===== config.mk =====
export PLATFORM = sky130hd
export DESIGN_NAME = uart_receiver
export DESIGN_NICKNAME = d
export VERILOG_FILES = /design/src/rtl/uart_pkg.sv /design/src/rtl/uart_rx_sampler.sv /design/src/rtl/uart_receiver.sv
export SDC_FILE = /design/constraint.sdc
export NUM_CORES = 1
export LEC_CHECK = 0
export BUFFER_PORTS_ARGS = -buffer_cell sky130_fd_sc_hd__buf_4
export CAP_MARGIN = 20
export CORE_AREA = 2 2 68 70
export CTS_CLUSTER_SIZE = 14
export DETAILED_ROUTE_END_ITERATION = 7
export DIE_AREA = 0 0 70 72
export REMOVE_ABC_BUFFERS = 1
export SYNTH_ARGS = -nofsm -noshare
export SYNTH_HDL_FRONTEND = slang
export SYNTH_HIERARCHICAL = 1
export SYNTH_SLANG_ARGS = --single-unit

===== constraint.sdc =====
create_clock -name clk -period 2.4 [get_ports clk]
set_clock_uncertainty 0.05 [all_clocks]
set_input_delay 0.36 -clock clk [delete_from_list [all_inputs] [get_ports clk]]
set_output_delay 0.36 -clock clk [all_outputs]
set_load 0.005 [all_outputs]

===== src/rtl/uart_pkg.sv =====
// +------------------------------------------------------------------+
// | uart_pkg: shared UART receive-path types, defaults and helpers.   |
// | Revision: 1.0                                                     |
// +------------------------------------------------------------------+
`default_nettype none

package uart_pkg;

  typedef enum logic [2:0] {
    IDLE   = 3'd0,
    START  = 3'd1,
    DATA   = 3'd2,
    PARITY = 3'd3,
    STOP   = 3'd4,
    BREAK  = 3'd5
  } uart_rx_state_e;

  localparam int OVERSAMPLE_RATE_DEFAULT = 16;
  localparam int DATA_SAMPLES_DEFAULT    = 3;

  // Parity bit a correct frame carries; narrower data is zero-extended by the caller.
  function automatic logic calc_parity(input logic [31:0] data, input logic even);
    return (^data) ^ ~even;
  endfunction

endpackage

`default_nettype wire


===== src/rtl/uart_rx_sampler.sv =====
// +------------------------------------------------------------------+
// | uart_rx_sampler: 2-flop line synchronizer + majority-vote counter.|
// | Revision: 1.0                                                     |
// +------------------------------------------------------------------+
`default_nettype none

module uart_rx_sampler
  import uart_pkg::*;
#(
  parameter int DATA_SAMPLES = DATA_SAMPLES_DEFAULT
) (
  input  logic clk,
  input  logic reset_n,
  input  logic i_rx,
  input  logic i_clear,
  input  logic i_sample,
  output logic o_rx_s,
  output logic o_result
);

  localparam int c_CNT_W = $clog2(DATA_SAMPLES + 1);

  logic [1:0]         r_sync;
  logic [c_CNT_W-1:0] r_ones;
  logic [c_CNT_W-1:0] w_ones;

  always_ff @(posedge clk or negedge reset_n) begin
    if (!reset_n) begin
      r_sync <= 2'b11;
    end else begin
      r_sync <= {r_sync[0], i_rx};
    end
  end

  assign o_rx_s = r_sync[1];

  // Result includes the sample taken this cycle so the caller can act on the window's last tick.
  assign w_ones   = r_ones + c_CNT_W'(i_sample & o_rx_s);
  assign o_result = (w_ones > c_CNT_W'(DATA_SAMPLES / 2));

  always_ff @(posedge clk or negedge reset_n) begin
    if (!reset_n) begin
      r_ones <= '0;
    end else if (i_clear) begin
      r_ones <= '0;
    end else begin
      r_ones <= w_ones;
    end
  end

endmodule

`default_nettype wire


===== src/rtl/uart_receiver.sv =====
// +------------------------------------------------------------------+
// | uart_receiver: oversampled LSB-first UART RX with valid/ready out.|
// | Optional macro UART_RX_BREAK_DETECT_EN enables break detection.   |
// | Revision: 1.0                                                     |
// +------------------------------------------------------------------+
`default_nettype none

module uart_receiver
  import uart_pkg::*;
#(
  parameter int DATA_W          = 8,
  parameter int OVERSAMPLE_RATE = OVERSAMPLE_RATE_DEFAULT,
  parameter int START_SAMPLES   = OVERSAMPLE_RATE / 4,
  parameter int DATA_SAMPLES    = DATA_SAMPLES_DEFAULT,
  parameter bit PARITY_EN       = 1'b0,
  parameter bit PARITY_EVEN     = 1'b1
) (
  input  logic              clk,
  input  logic              reset_n,
  input  logic              oversample_tick,
  input  logic              RsRx,
  output logic [DATA_W-1:0] data_out,
  output logic              out_valid,
  input  logic              out_ready,
  output logic              frame_error,
  output logic              parity_error,
  output logic              overrun,
  output logic              busy,
  output logic              break_detect
);

  localparam int c_OS_W  = $clog2(OVERSAMPLE_RATE);
  localparam int c_BIT_W = (DATA_W > 1) ? $clog2(DATA_W) : 1;
  localparam logic [c_OS_W-1:0]  c_OS_LAST  = c_OS_W'(OVERSAMPLE_RATE - 1);
  localparam logic [c_OS_W-1:0]  c_START    = c_OS_W'(START_SAMPLES);
  localparam logic [c_OS_W-1:0]  c_WIN_LO   = c_OS_W'(OVERSAMPLE_RATE / 2 - DATA_SAMPLES / 2);
  localparam logic [c_OS_W-1:0]  c_WIN_HI   = c_OS_W'(OVERSAMPLE_RATE / 2 + DATA_SAMPLES / 2);
  localparam logic [c_BIT_W-1:0] c_BIT_LAST = c_BIT_W'(DATA_W - 1);

  uart_rx_state_e      r_state;
  uart_rx_state_e      w_state_next;
  logic [c_OS_W-1:0]   r_os_cnt;
  logic [c_OS_W-1:0]   w_os_next;
  logic [c_BIT_W-1:0]  r_bit_cnt;
  logic [c_BIT_W-1:0]  w_bit_next;
  logic [DATA_W-1:0]   r_shift;
  logic                r_parity;
  logic [DATA_W-1:0]   r_data;
  logic                r_valid;
  logic                r_fe;
  logic                r_pe;
  logic                r_overrun;

  logic w_rx_s;
  logic w_maj;
  logic w_bit_state;
  logic w_in_win;
  logic w_win_end;
  logic w_clear;
  logic w_frame_done;
  logic w_is_break;
  logic w_par_err;

  assign w_bit_state = (r_state == DATA) || (r_state == PARITY) || (r_state == STOP);
  assign w_in_win    = oversample_tick && w_bit_state &&
                       (r_os_cnt >= c_WIN_LO) && (r_os_cnt <= c_WIN_HI);
  assign w_win_end   = oversample_tick && w_bit_state && (r_os_cnt == c_WIN_HI);
  assign w_clear     = (r_state == IDLE) || w_win_end;

  uart_rx_sampler #(
    .DATA_SAMPLES (DATA_SAMPLES)
  ) u_sampler (
    .clk      (clk),
    .reset_n  (reset_n),
    .i_rx     (RsRx),
    .i_clear  (w_clear),
    .i_sample (w_in_win),
    .o_rx_s   (w_rx_s),
    .o_result (w_maj)
  );

`ifdef UART_RX_BREAK_DETECT_EN
  assign w_is_break = (r_shift == '0) && !w_maj;
`else
  assign w_is_break = 1'b0;
`endif

  assign w_par_err = PARITY_EN && (r_parity != calc_parity(32'(r_shift), PARITY_EVEN));

  always_ff @(posedge clk or negedge reset_n) begin
    if (!reset_n) begin
      r_state   <= IDLE;
      r_os_cnt  <= '0;
      r_bit_cnt <= '0;
    end else begin
      r_state   <= w_state_next;
      r_os_cnt  <= w_os_next;
      r_bit_cnt <= w_bit_next;
    end
  end

  always_comb begin
    w_state_next = r_state;
    w_os_next    = r_os_cnt;
    w_bit_next   = r_bit_cnt;
    w_frame_done = 1'b0;
    if (oversample_tick) begin
      case (r_state)
        IDLE: begin
          if (!w_rx_s) begin
            w_state_next = START;
            w_os_next    = c_OS_W'(1);
          end
        end
        START: begin
          if ((r_os_cnt < c_START) && w_rx_s) begin
            w_state_next = IDLE;
            w_os_next    = '0;
          end else if (r_os_cnt == c_OS_LAST) begin
            w_state_next = DATA;
            w_os_next    = '0;
            w_bit_next   = '0;
          end else begin
            w_os_next = r_os_cnt + c_OS_W'(1);
          end
        end
        DATA: begin
          if (r_os_cnt == c_OS_LAST) begin
            w_os_next = '0;
            if (r_bit_cnt == c_BIT_LAST) begin
              w_state_next = PARITY_EN ? PARITY : STOP;
            end else begin
              w_bit_next = r_bit_cnt + c_BIT_W'(1);
            end
          end else begin
            w_os_next = r_os_cnt + c_OS_W'(1);
          end
        end
        PARITY: begin
          if (r_os_cnt == c_OS_LAST) begin
            w_state_next = STOP;
            w_os_next    = '0;
          end else begin
            w_os_next = r_os_cnt + c_OS_W'(1);
          end
        end
        STOP: begin
          // Deciding mid-stop-bit lets a back-to-back start edge be caught.
          if (w_win_end) begin
            w_frame_done = 1'b1;
            w_os_next    = '0;
            w_state_next = w_is_break ? BREAK : IDLE;
          end else begin
            w_os_next = r_os_cnt + c_OS_W'(1);
          end
        end
        BREAK: begin
          if (w_rx_s) begin
            w_state_next = IDLE;
          end
        end
        default: begin
          w_state_next = IDLE;
          w_os_next    = '0;
        end
      endcase
    end
  end

  always_ff @(posedge clk or negedge reset_n) begin
    if (!reset_n) begin
      r_shift  <= '0;
      r_parity <= 1'b0;
    end else begin
      if (w_win_end && (r_state == DATA)) begin
        r_shift <= {w_maj, r_shift[DATA_W-1:1]};
      end
      if (w_win_end && (r_state == PARITY)) begin
        r_parity <= w_maj;
      end
    end
  end

  always_ff @(posedge clk or negedge reset_n) begin
    if (!reset_n) begin
      r_data    <= '0;
      r_valid   <= 1'b0;
      r_fe      <= 1'b0;
      r_pe      <= 1'b0;
      r_overrun <= 1'b0;
    end else begin
      r_overrun <= 1'b0;
      if (r_valid && out_ready) begin
        r_valid <= 1'b0;
      end
      if (w_frame_done && !w_is_break) begin
        if (!r_valid || out_ready) begin
          r_data  <= r_shift;
          r_fe    <= ~w_maj;
          r_pe    <= w_par_err;
          r_valid <= 1'b1;
        end else begin
          r_overrun <= 1'b1;
        end
      end
    end
  end

`ifdef UART_RX_BREAK_DETECT_EN
  logic r_break;

  always_ff @(posedge clk or negedge reset_n) begin
    if (!reset_n) begin
      r_break <= 1'b0;
    end else begin
      r_break <= w_frame_done && w_is_break;
    end
  end

  assign break_detect = r_break;
`else
  assign break_detect = 1'b0;
`endif

  assign data_out     = r_data;
  assign out_valid    = r_valid;
  assign frame_error  = r_fe;
  assign parity_error = r_pe;
  assign overrun      = r_overrun;
  assign busy         = (r_state != IDLE);

endmodule

`default_nettype wire


==> key figures <==
Timing
  • Slew Limit Fails: 0
  • Final Hold Fails: 0
  • Final worst path period share: 0.872
  • Fin Setup TNS: 0 ns
  • Final setup fails: 0
  • Post-layout min period: 2.09 ns
  • RSZ-0062 raised after global routing: no
  • Fmax: 478 MHz

Die
  • Std cell rows: 24
  • Total die area: 5040 um^2
  • Initial Utilization: 0.385
  • Core area: 4260 um^2
  • IO Pins: 19
  • Die X: 70 um
  • Die height: 72 um

Setup path
  • Critical path origin: r_os_cnt[0]
  • Reg2reg start: r_os_cnt[0]
  • R2R setup slack: 0.31 ns
  • R2R depth: 8
  • CP max stage delay: 0.43 ns
  • Reg2reg end: r_shift[7]
  • Critical path arrival: 2.22 ns
  • Worst-path cell chain: ha_1, o211ai_1, o21ai_0, and3_1, and2_1, ha_1, xor2_1, mux2_2
  • Buf+Inv Stages, Crit Path: 0
  • CP most frequent cell: ha_1
  • Worst setup EP type: register
  • Slowest CP cell: dfrtp_1
  • Crit Path Max Fanout: 6
  • CP Class: register to register
  • Crit path launch type: register
  • CP top delay family: flip-flops
  • Data required, critical path: 2.53 ns

Global routing
  • Vias in the first global route: 1,073
  • Overall Global Routing Usage: 0.127
  • First-pass GRT wire length: 4850 um
  • Largest net degree at the start of global routing: 34
  • Initial antenna violation count: 0
  • Congestion Overflow GR: 0

Layout
  • N_diodes: 0
  • Final nets: 172
  • Final core utilization: 0.448
  • Share of cells above drive strength 1: 0.315
  • Final design area excluding fillers: 1910 um^2
  • Area growth syn-to-layout: 16.4%

Logic synthesis
  • Cell with the most instances after synthesis: dfrtp_1
  • Synth Area per Inst: 11.5 um^2
  • Top cell type by total area after synthesis: dfrtp_1
  • Share of the synthesized area in the top cell type: 0.473
  • Yosys warning count: 6
  • Top cells by count, synth: dfrtp_1, mux2_2, nand2_1
  • Top FF cell, synth: dfrtp_1
  • Synth async-reset ratio: 1.00
  • Share of the yosys chip area belonging to registers: 0.505
  • Area of the mapped netlist: 1640 um^2
  • #FFs+latches synth: 33
  • Post-synth cell types: 45
  • Post-synth EDFFs: 0
  • Cells taking the most area after synthesis: dfrtp_1, mux2_2, ha_1
  • Mapped Cells: 143

CTS
  • Htree depth: 2
  • CTS sink count: 33
  • Post-CTS setup buffers: 0
  • Clk buf depth: 2
  • CTS root buffer: clkbuf_8
  • TritonCTS Buffers: 5
  • Register clock-pin slew on the reported worst setup and hold paths: 0.07 ns
  • TritonCTS clock tree: built
  • Worst-Skew Late Latency: 0.29 ns

Placement
  • Hpwl dp: 2110 um
  • Post-DP Area: 1780 um^2
  • IO buf count: 16
  • Gp weighted congestion: 0.812

Drt
  • # DRC: 0
  • Vias per cell: 5.36
  • Total number of vias: 1,148
  • Total routed wirelength: 2950 um
  • Final ANT Viol Nets: 0
  • Initial DRC count: 104
  • WL/cell: 13.8 um
  • Pre-antenna DRT Iters: 4

Power and ir drop
  • Power per cell area: 954 nW/um^2
  • Max rail drop VDD: 0.000406 V
  • Leak pwr: 0.000929 uW

Worst hold path
  • Worst min path class: input pin to register
  • Hold_sp: RsRx
  • Hold Path End: u_sampler/r_sync[0]
  • Hold depth: 1

Job
  • Max Cap Viol: 0

Status
  • Outcome: completed
-- cells by family after synthesis --
group                      Yosys count  synth area share
muxes                               17             0.119
AOI/OAI and AO/OA                   26             0.113
adders and majority gates            6            0.0458
xor gates and xnor gates             1           0.00534
buffers and inverters               12            0.0389
DFF                                 33             0.505
and+or+nand+nor                     47             0.171
other                                1           0.00229
-- where the power goes --
group,switching [uW],internal [uW]
clock,216,310
sequential,141,648
combinational,261,246
total,618,1200
-- registers in the layout (all words and copies together), names as in the netlist --
signal	count
data_out	8
frame_error	1
out_valid	1
overrun	1
r_bit_cnt	3
r_os_cnt	4
r_shift	8
r_state	3
u_sampler/r_ones	2
u_sampler/r_sync	2
-- cell usage in the layout (no fill, tap or decap), types with 3 or more instances in the layout --
cell type	instances
dfrtp_1	31
mux2_2	16
buf_4	16
nand2_1	12
o21ai_0	9
nand3_1	6
ha_1	6
inv_1	5
nor2_1	5
clkbuf_8	5
a21oi_1	3
nor2b_1	3
-- through the flow --
step,cells,setup slack (ns),total power [uW],hold WS (ns)
6_report,214,0.307,1820,0.119
5_1_grt,214,0.169,1960,0.103
4_1_cts,214,0.307,1840,0.109
3_5_place_dp,205,0.324,1310,0.282
3_3_place_gp,205,0.388,1290,0.270
2_1_floorplan,137,0.467,1150,0.0144
-- timing repair --
item                       CTS  global route
hold endpoints to repair    31             0
setup endpoints to repair    0             0
hold buffers                 1             0
gates resized for setup      0             0
-- worst max path at each step --
| stage | endpoint | cells after the start | slack, ns |
|---|---|---|---|
| 6_report | r_shift[7] | 8 | 0.31 |
| 5_1_grt | r_shift[7] | 9 | 0.17 |
| 4_1_cts | r_shift[7] | 8 | 0.31 |
| 3_5_place_dp | r_shift[7] | 7 | 0.32 |
| 3_3_place_gp | r_shift[7] | 8 | 0.39 |
| 2_1_floorplan | r_shift[7] | 8 | 0.47 |
-- layer usage --
layer  track usage  up-vias  wire length [um]
met4        0.0641        0                62
met3        0.0472        8               176
met1         0.147      549              1310
li1              -      551                 -
met5             0        -                 0
met2         0.210       40              1400
-- layout make-up --
cell class,instances,area [um^2]
clock buffer,5,68.8
clock inverter,3,46.3
fill,416,2350
inverter,5,18.8
multi-input combinational,99,752
sequential,33,828
tap,52,65.1
timing repair buffer,17,130
No activity file was read; power rests on OpenSTA's default activity.
